**src/rtl/inst_fetch_unit.sv**
```systemverilog
// Instruction fetch front end: PC sequencing, one-outstanding imem handshake, single-entry decode buffer.
// Optional misaligned-PC fault detection is enabled with `define FETCH_ALIGN_CHECK_EN.
module inst_fetch_unit #(
    parameter logic [31:0] RESET_PC = 32'h0000_0000
) (
    input  logic        clk,
    input  logic        reset,
    input  logic [31:0] pc_in,
    output logic [31:0] pc_next,
    input  logic        redirect_valid,
    input  logic [31:0] redirect_pc,
    output logic        imem_req,
    output logic [31:0] imem_addr,
    input  logic        imem_gnt,
    input  logic        imem_rvalid,
    input  logic [31:0] imem_rdata,
    output logic        inst_valid,
    output logic [31:0] inst,
    output logic [31:0] inst_pc,
    input  logic        inst_ready,
    output logic        fetch_fault
);

    // state | meaning
    // IDLE  | first cycle after reset
    // REQ   | presenting pc_in to instruction memory
    // WAIT  | request granted, waiting for its response
    // FULL  | instruction buffered for decode
    // FAULT | misaligned PC seen, waiting for a redirect
    typedef enum logic [2:0] {IDLE, REQ, WAIT, FULL, FAULT} state_t;

    state_t state;
    logic   drop;
    logic   misaligned;
    logic   issue;

`ifdef FETCH_ALIGN_CHECK_EN
    assign misaligned  = (pc_in[1:0] != 2'b00);
    assign imem_addr   = (state == REQ) ? pc_in : 32'h0;
    assign fetch_fault = (state == FAULT);
`else
    assign misaligned  = 1'b0;
    assign imem_addr   = (state == REQ) ? {pc_in[31:2], 2'b00} : 32'h0;
    assign fetch_fault = 1'b0;
`endif

    assign imem_req   = (state == REQ) && !misaligned;
    assign inst_valid = (state == FULL);
    assign issue      = imem_req && imem_gnt;

    always_comb begin
        pc_next = pc_in;
        if (reset)
            pc_next = RESET_PC;
        else if (redirect_valid && state != IDLE)
            pc_next = redirect_pc;
        else if (issue)
            pc_next = pc_in + 32'd4;
    end

    always_ff @(posedge clk) begin
        if (reset) begin
            state   <= IDLE;
            drop    <= 1'b0;
            inst    <= 32'h0;
            inst_pc <= 32'h0;
        end else begin
            case (state)
                IDLE: state <= REQ;
                REQ: begin
                    if (issue) begin
                        // A redirect coinciding with the grant still consumes the slot;
                        // its response must be thrown away.
                        inst_pc <= pc_in;
                        drop    <= redirect_valid;
                        state   <= WAIT;
                    end else if (!redirect_valid && misaligned) begin
                        state <= FAULT;
                    end
                end
                WAIT: begin
                    if (imem_rvalid) begin
                        drop <= 1'b0;
                        if (drop || redirect_valid) begin
                            state <= REQ;
                        end else begin
                            inst  <= imem_rdata;
                            state <= FULL;
                        end
                    end else if (redirect_valid) begin
                        drop <= 1'b1;
                    end
                end
                FULL: begin
                    if (redirect_valid || inst_ready)
                        state <= REQ;
                end
                FAULT: begin
                    if (redirect_valid)
                        state <= REQ;
                end
                default: state <= IDLE;
            endcase
        end
    end

endmodule

```
**config.mk**
```make
export PLATFORM = sky130hd
export DESIGN_NAME = inst_fetch_unit
export DESIGN_NICKNAME = d
export VERILOG_FILES = /design/src/rtl/inst_fetch_unit.sv
export SDC_FILE = /design/constraint.sdc
export NUM_CORES = 1
export LEC_CHECK = 0
export CORE_MARGIN = 4
export CORE_UTILIZATION = 41
export DETAILED_ROUTE_END_ITERATION = 10
export GPL_ROUTABILITY_DRIVEN = 0
export PLACE_DENSITY_LB_ADDON = 0.1
export SLEW_MARGIN = 20
export SYNTH_ARGS = -nofsm -noshare
export SYNTH_HDL_FRONTEND = slang
export SYNTH_SLANG_ARGS = --single-unit
```
**constraint.sdc**
```tcl
create_clock -name clk -period 8.71 [get_ports clk]
set_input_delay 2.1775 -clock clk [delete_from_list [all_inputs] [get_ports clk]]
set_output_delay 2.1775 -clock clk [all_outputs]
set_load 0.02 [all_outputs]
```
==> impl_metrics.ini, run 1 <==
[synth]
synth_top_area_cell = dfxtp_1
yosysMostFrequentCell = nand2_1
yosysSeqAreaShare_pct = 35.1
synth_edf_count = 0
synth_common_cells = nand2_1, a21oi_1, dfxtp_1
synth_seq_cells = 67
synthCells = 550
synth_warnings = 0
synth_area_leaders = dfxtp_1, nand2_1, a21oi_1, and2_1, clkbuf_1
ys_types = 42
synth_top_area_share_pct = 35.1
syn-cell-area_um2 = 3820
synth-main-ff-cell = dfxtp_1
async_flop_share_pct = 0
syn_avg_cell_area_um2 = 6.94

[die]
fp.dieW_um = 105
start_util_pct = 42.9
coreArea_um2 = 8890
num_io_pins = 233
die_y_um = 105
placement_rows = 34
die-area_um2 = 10900

[placed_design]
dp_hpwl_um = 10900
numPortBuffers = 229
placed_area_um2 = 6090

[sta]
setup_violations = 0
slew_violations = 0
max_freq_ghz = 0.136
rsz0062_at_grt = no
fin_crit_ns = 7.34
finClkSkew_ns = 0.00532
slew_headroom_pct = 31.1
max_slew.worst_pin.slew_ns = 1.02
finalSetupTns_ns = 0
hold_viol = 0
fin_crit_sh_pct = 84.3
whs_ns = 0.456

[pwr]
ir_worst_vdd_v = 0.000103
p_total_mw = 0.883
powerDensity_nw_per_um2 = 140
leakage_nw = 2.14

[setup_path]
critPathMaxStageDelay_ns = 0.68
cp_cell_sequence = clkdlybuf4s50_1 > ha_1 > nand4_1 > or4_1 > or3_1 > a2111oi_1 > clkdlybuf4s50_1
crit_fanout = 8
critPathLaunchType = input port
worstSetupPathType = input port to output pin
crit_top_cell = clkdlybuf4s50_1
endpoint_kind = output pin
cp_data_arrival_time_ns = 5.17
cp_top_family = buffers and inverters
critPathBufInv = 2
worst_path_max_delay_cell = clkdlybuf4s50_1
cp.required_ns = 6.53

[global_routing]
grt_overflow = 0
gr-usage-all-layers_pct = 25.4
met2_usage_pct = 44.3
grt_max_degree = 101
antenna_found_initial = 0
grt_pass1_vias = 4449
top_usage_layer = met2
grt_pass1_wl_um = 22900
met1_usage_pct = 29.8
grtUsageMet3_pct = 8.26

[clock_network]
ctsResizeCount = 0
clock-sinks = 67
clockRootBuffer = clkbuf_8
cts.htree.levels = 3
tritoncts = built
cts.clk_slew.worst_paths_ns = 0.08
clockBufferDepth = 2
clk_latency_ns = 0.34
cts_hold_buf = 0
cts_buffers = 9
postCtsSetupBuffers = 0

[worst_hold_path]
hp-class = flip-flop to flip-flop

[run_status]
status = completed

[route]
wl_per_cell_um = 16.9
vias = 4742
wirelength_um = 14600
drt_iter0_drc = 271
route.detailed.drc = 0
viasPerCell = 5.51
antenna_left = 0
drtPass1Iterations = 5

[cells_and_area]
nFillCells = 741
num-nets-final = 850
syn_to_final_growth_pct = 65.4
design_area_um2 = 6320
multi_input_area_um2 = 2290
seqCellArea_um2 = 1340
drive_gt1_share_pct = 3.32
n_antenna_cell = 0

[flow_run]
maxCapViolCount = 0
cell families after synthesis:
family | synth area share [%]
buf+inv | 5.80
fa+ha+maj | 0.328
simple gates | 38.0
flops | 35.1
compound gates | 17.9
xor+xnor | 2.75
other cells | 0.0982
final cells by class:
class,count,area share (%)
Timing Repair Buffer,232,36.6
Multi-Input combinational cell,433,36.2
Clock inverter,7,1.58
Clock buffer,9,1.96
Sequential cell,67,21.2
Tap cell,108,2.14
Inverter,4,0.238
worst min-delay path: cells and delay by family, from the launching register on:
kind	cells	cell delay (ns)
and+or+nand+nor	1	0.05
DFF	1	0.31
AOI/OAI and AO/OA	1	0.05
routing by layer:
metal | vias up | share of wire (%) | wire length [um]
met5 | - | 0 | 0
met1 | 2191 | 39 | 5740
met4 | 0 | 1.5 | 225
li1 | 2300 | - | -
met3 | 20 | 9.8 | 1420
met2 | 231 | 49 | 7180
sequential cells by signal, summed over array words and instances, names as in the netlist:
register	flops
inst	32
state	2
inst_pc	32
drop	1
report_power, final:
group / internal, mW / leakage, nW / switching, mW
Sequential: 0.317 / 0.544 / 0.00789
Clock: 0.164 / 0.108 / 0.134
Combinational: 0.125 / 1.49 / 0.135
Total: 0.605 / 2.14 / 0.277
metrics by stage:
| step | worst slack, ns | std cells | utilization [%] |
|---|---|---|---|
| floorplan | 2.32 | 552 | - |
| global placement | 1.39 | 844 | 68.4 |
| detailed placement | 1.38 | 844 | 68.4 |
| CTS | 1.37 | 860 | 71.0 |
| global route | 1.18 | 860 | 71.0 |
| finish | 1.37 | 860 | 71.0 |
worst paths after layout:
| kind | start | to | slack (ns) | cells after the start |
|---|---|---|---|---|
| worst min register to register | inst_pc[23] | inst_pc[23] | 0.46 | 2 |
| worst max-delay path | pc_in[3] | pc_next[30] | 1.37 | 7 |
| worst max register to register | state[0] | drop | 6.61 | 5 |
| worst min-delay path | inst_pc[23] | inst_pc[23] | 0.46 | 2 |
layout by cell type, fill, tap and decap left out, types with 2 or more instances in the layout:
cell type / Yosys / final
bufinv_16: 0 / 2
o211ai_1: 3 / 3
a311oi_1: 8 / 8
nor2_1: 35 / 35
nand3_1: 17 / 16
nand4_1: 11 / 11
and3_1: 4 / 3
nand2_1: 149 / 149
clkbuf_8: 0 / 9
nor3_1: 17 / 17
clkinvlp_4: 0 / 2
conb_1: 1 / 3
and4_1: 5 / 5
inv_1: 4 / 4
dfxtp_1: 67 / 67
or4_1: 7 / 7
nor2b_1: 4 / 3
buf_4: 3 / 4
a21oi_1: 68 / 68
xor2_1: 4 / 4
nand4b_1: 2 / 2
xnor2_1: 8 / 8
and2_1: 32 / 32
nor4_1: 10 / 10
clkdlybuf4s50_1: 0 / 228
o31ai_1: 5 / 5
a211oi_1: 18 / 18
or3_1: 7 / 7
o21ai_0: 3 / 3
Power figures use the tool's default switching activity.
==> run 2: changes to the inputs <==
--- a/config.mk
+++ b/config.mk
@@ -6,7 +6,7 @@
 export NUM_CORES = 1
 export LEC_CHECK = 0
 export CORE_MARGIN = 4
-export CORE_UTILIZATION = 41
+export CORE_UTILIZATION = 38
 export DETAILED_ROUTE_END_ITERATION = 10
 export GPL_ROUTABILITY_DRIVEN = 0
 export PLACE_DENSITY_LB_ADDON = 0.1
==> constraint.sdc (replaced) <==
create_clock -name clk -period 6.94 [get_ports clk]
set_input_delay 1.735 -clock clk [delete_from_list [all_inputs] [get_ports clk]]
set_output_delay 1.735 -clock clk [all_outputs]
set_load 0.02 [all_outputs]
==> impl_metrics.ini, run 2 (synthesis results as in run 1) <==
[clock_network]
clockBufferDepth = 2
cts_hold_buf = 0
clock-sinks = 67
cts_buffers = 9
cts.htree.levels = 3
cts.clk_slew.worst_paths_ns = 0.08
tritoncts = built
ctsResizeCount = 0
postCtsSetupBuffers = 0
clockRootBuffer = clkbuf_8
clk_latency_ns = 0.34

[pwr]
power.switching_mw = 0.337
pwr-share-clk_pct = 28.0
p_sw_share_pct = 33.0
p_total_mw = 1.02
powerDensity_nw_per_um2 = 161
power_frac_seq_pct = 40.0
pwr-share-comb_pct = 32.0
p_int_mw = 0.683
ir_worst_vdd_v = 0.000105
leakage_nw = 2.14

[flow_run]
maxCapViolCount = 0

[placed_design]
dp_hpwl_um = 11100
numPortBuffers = 229
dpl.cell_count = 873

[global_routing]
grt_pass1_wl_um = 23000
grt_overflow = 0
antenna_found_initial = 0
grt_max_degree = 68
grt_pass1_vias = 4571
gr-usage-all-layers_pct = 24.6

[setup_path]
crit_top_cell = clkdlybuf4s50_1
crit_start = imem_gnt
cp.required_ns = 5.20
r2r_start = state[0]
worst_path_max_delay_cell = clkdlybuf4s50_1
crit_fanout = 13
crit_path_end = pc_next[18]
r2r_cells = 5
cp_cell_sequence = clkdlybuf4s50_1 > nand4b_4 > or4_1 > buf_4 > or3_1 > a311oi_1 > clkdlybuf4s50_1
r2r_setup_slack_ns = 4.85
critPathMaxStageDelay_ns = 0.65
critPathLaunchType = input port
cp_data_arrival_time_ns = 4.64
worstSetupPathType = input port to output pin
r2r-end = drop
endpoint_kind = output pin

[cells_and_area]
nFillCells = 907
final_common_cell = clkdlybuf4s50_1
top_regs = inst: 32 flops, inst_pc: 32 flops, state: 2 flops
num-nets-final = 854
layout.cells.non_filler = 888
syn_to_final_growth_pct = 65.5
fin_util_pct = 64.7
final_cell_mix = clkdlybuf4s50_1, nand2_1, a21oi_1, dfxtp_1, nor2_1
n_antenna_cell = 0
drive_gt1_share_pct = 3.71

[route]
viasPerCell = 5.25
wirelength_um = 14800
drtPass1Iterations = 4
vias = 4662
route.detailed.drc = 0
antenna_left = 0
drt_iter0_drc = 221
wl_per_cell_um = 16.6

[die]
num_io_pins = 233
placement_rows = 36
start_util_pct = 39.1
fp.dieW_um = 108
coreArea_um2 = 9770
die-area_um2 = 11700
die_y_um = 108

[sta]
max_freq_ghz = 0.157
slew_headroom_pct = 51.9
setup_violations = 0
max_slew.worst_pin.slew_ns = 0.715
fin_crit_sh_pct = 91.8
hold_viol = 0
finClkSkew_ns = 0.0105
rsz0062_at_grt = no
slew_violations = 0
finalSetupTns_ns = 0
fin_crit_ns = 6.37

[run_status]
status = completed

[worst_hold_path]
hp-class = flip-flop to flip-flop
[run 2: changes by cell type in the layout (fill, tap and decap cells not counted), sizes merged]
cell,previous run,this run
inv,6,4
buf,4,8
bufinv,2,0
clkinv,1,5
clkinvlp,2,1
[run 2: area by class of cell]
class	instances	area, um^2	share of cell area (%)
Clock buffer	9	124	1.96
Inverter	4	15.0	0.238
Timing Repair Buffer	236	2340	37.1
Multi-Input combinational cell	433	2290	36.2
Clock inverter	6	43.8	0.693
Tap cell	133	166	2.63
Sequential cell	67	1340	21.2
[run 2: worst min path at each step]
stage	startpoint	end	cells after the start
6_report	inst[3]	inst[3]	2
5_1_grt	inst[14]	inst[14]	2
4_1_cts	inst[14]	inst[14]	2
3_5_place_dp	inst[14]	inst[14]	2
3_3_place_gp	inst[24]	inst[24]	2
2_1_floorplan	drop	drop	2
[run 2: critical path: cells and delay by family]
kind,cells,cell delay [ns]
buf+inv,3,1.48
simple gates,3,1.14
compound gates,1,0.28
[run 2: power by group through the flow]
stage          combinational, mW  clock, mW  sequential (mW)
2_1_floorplan              0.140          0            0.428
3_3_place_gp               0.322          0            0.416
3_5_place_dp               0.326          0            0.416
4_1_cts                    0.327      0.297            0.408
5_1_grt                    0.350      0.315            0.410
6_report                   0.327      0.286            0.408
[run 2: through the flow]
step	hold slack, ns	area [um^2]	worst slack (ns)
floorplan	0.526	3830	1.44
global placement	0.440	6140	0.616
detailed placement	0.446	6150	0.572
CTS	0.456	6310	0.575
global route	0.467	6320	0.401
finish	0.455	6320	0.568
[run 2: layer usage]
layer | vias to the layer above | share of wire, % | global-route usage (%)
li1 | 2300 | - | -
met1 | 2149 | 40 | 29.3
met2 | 188 | 50 | 42.9
met3 | 25 | 7.8 | 6.09
met4 | 0 | 2.5 | 9.20
met5 | - | 0 | 0
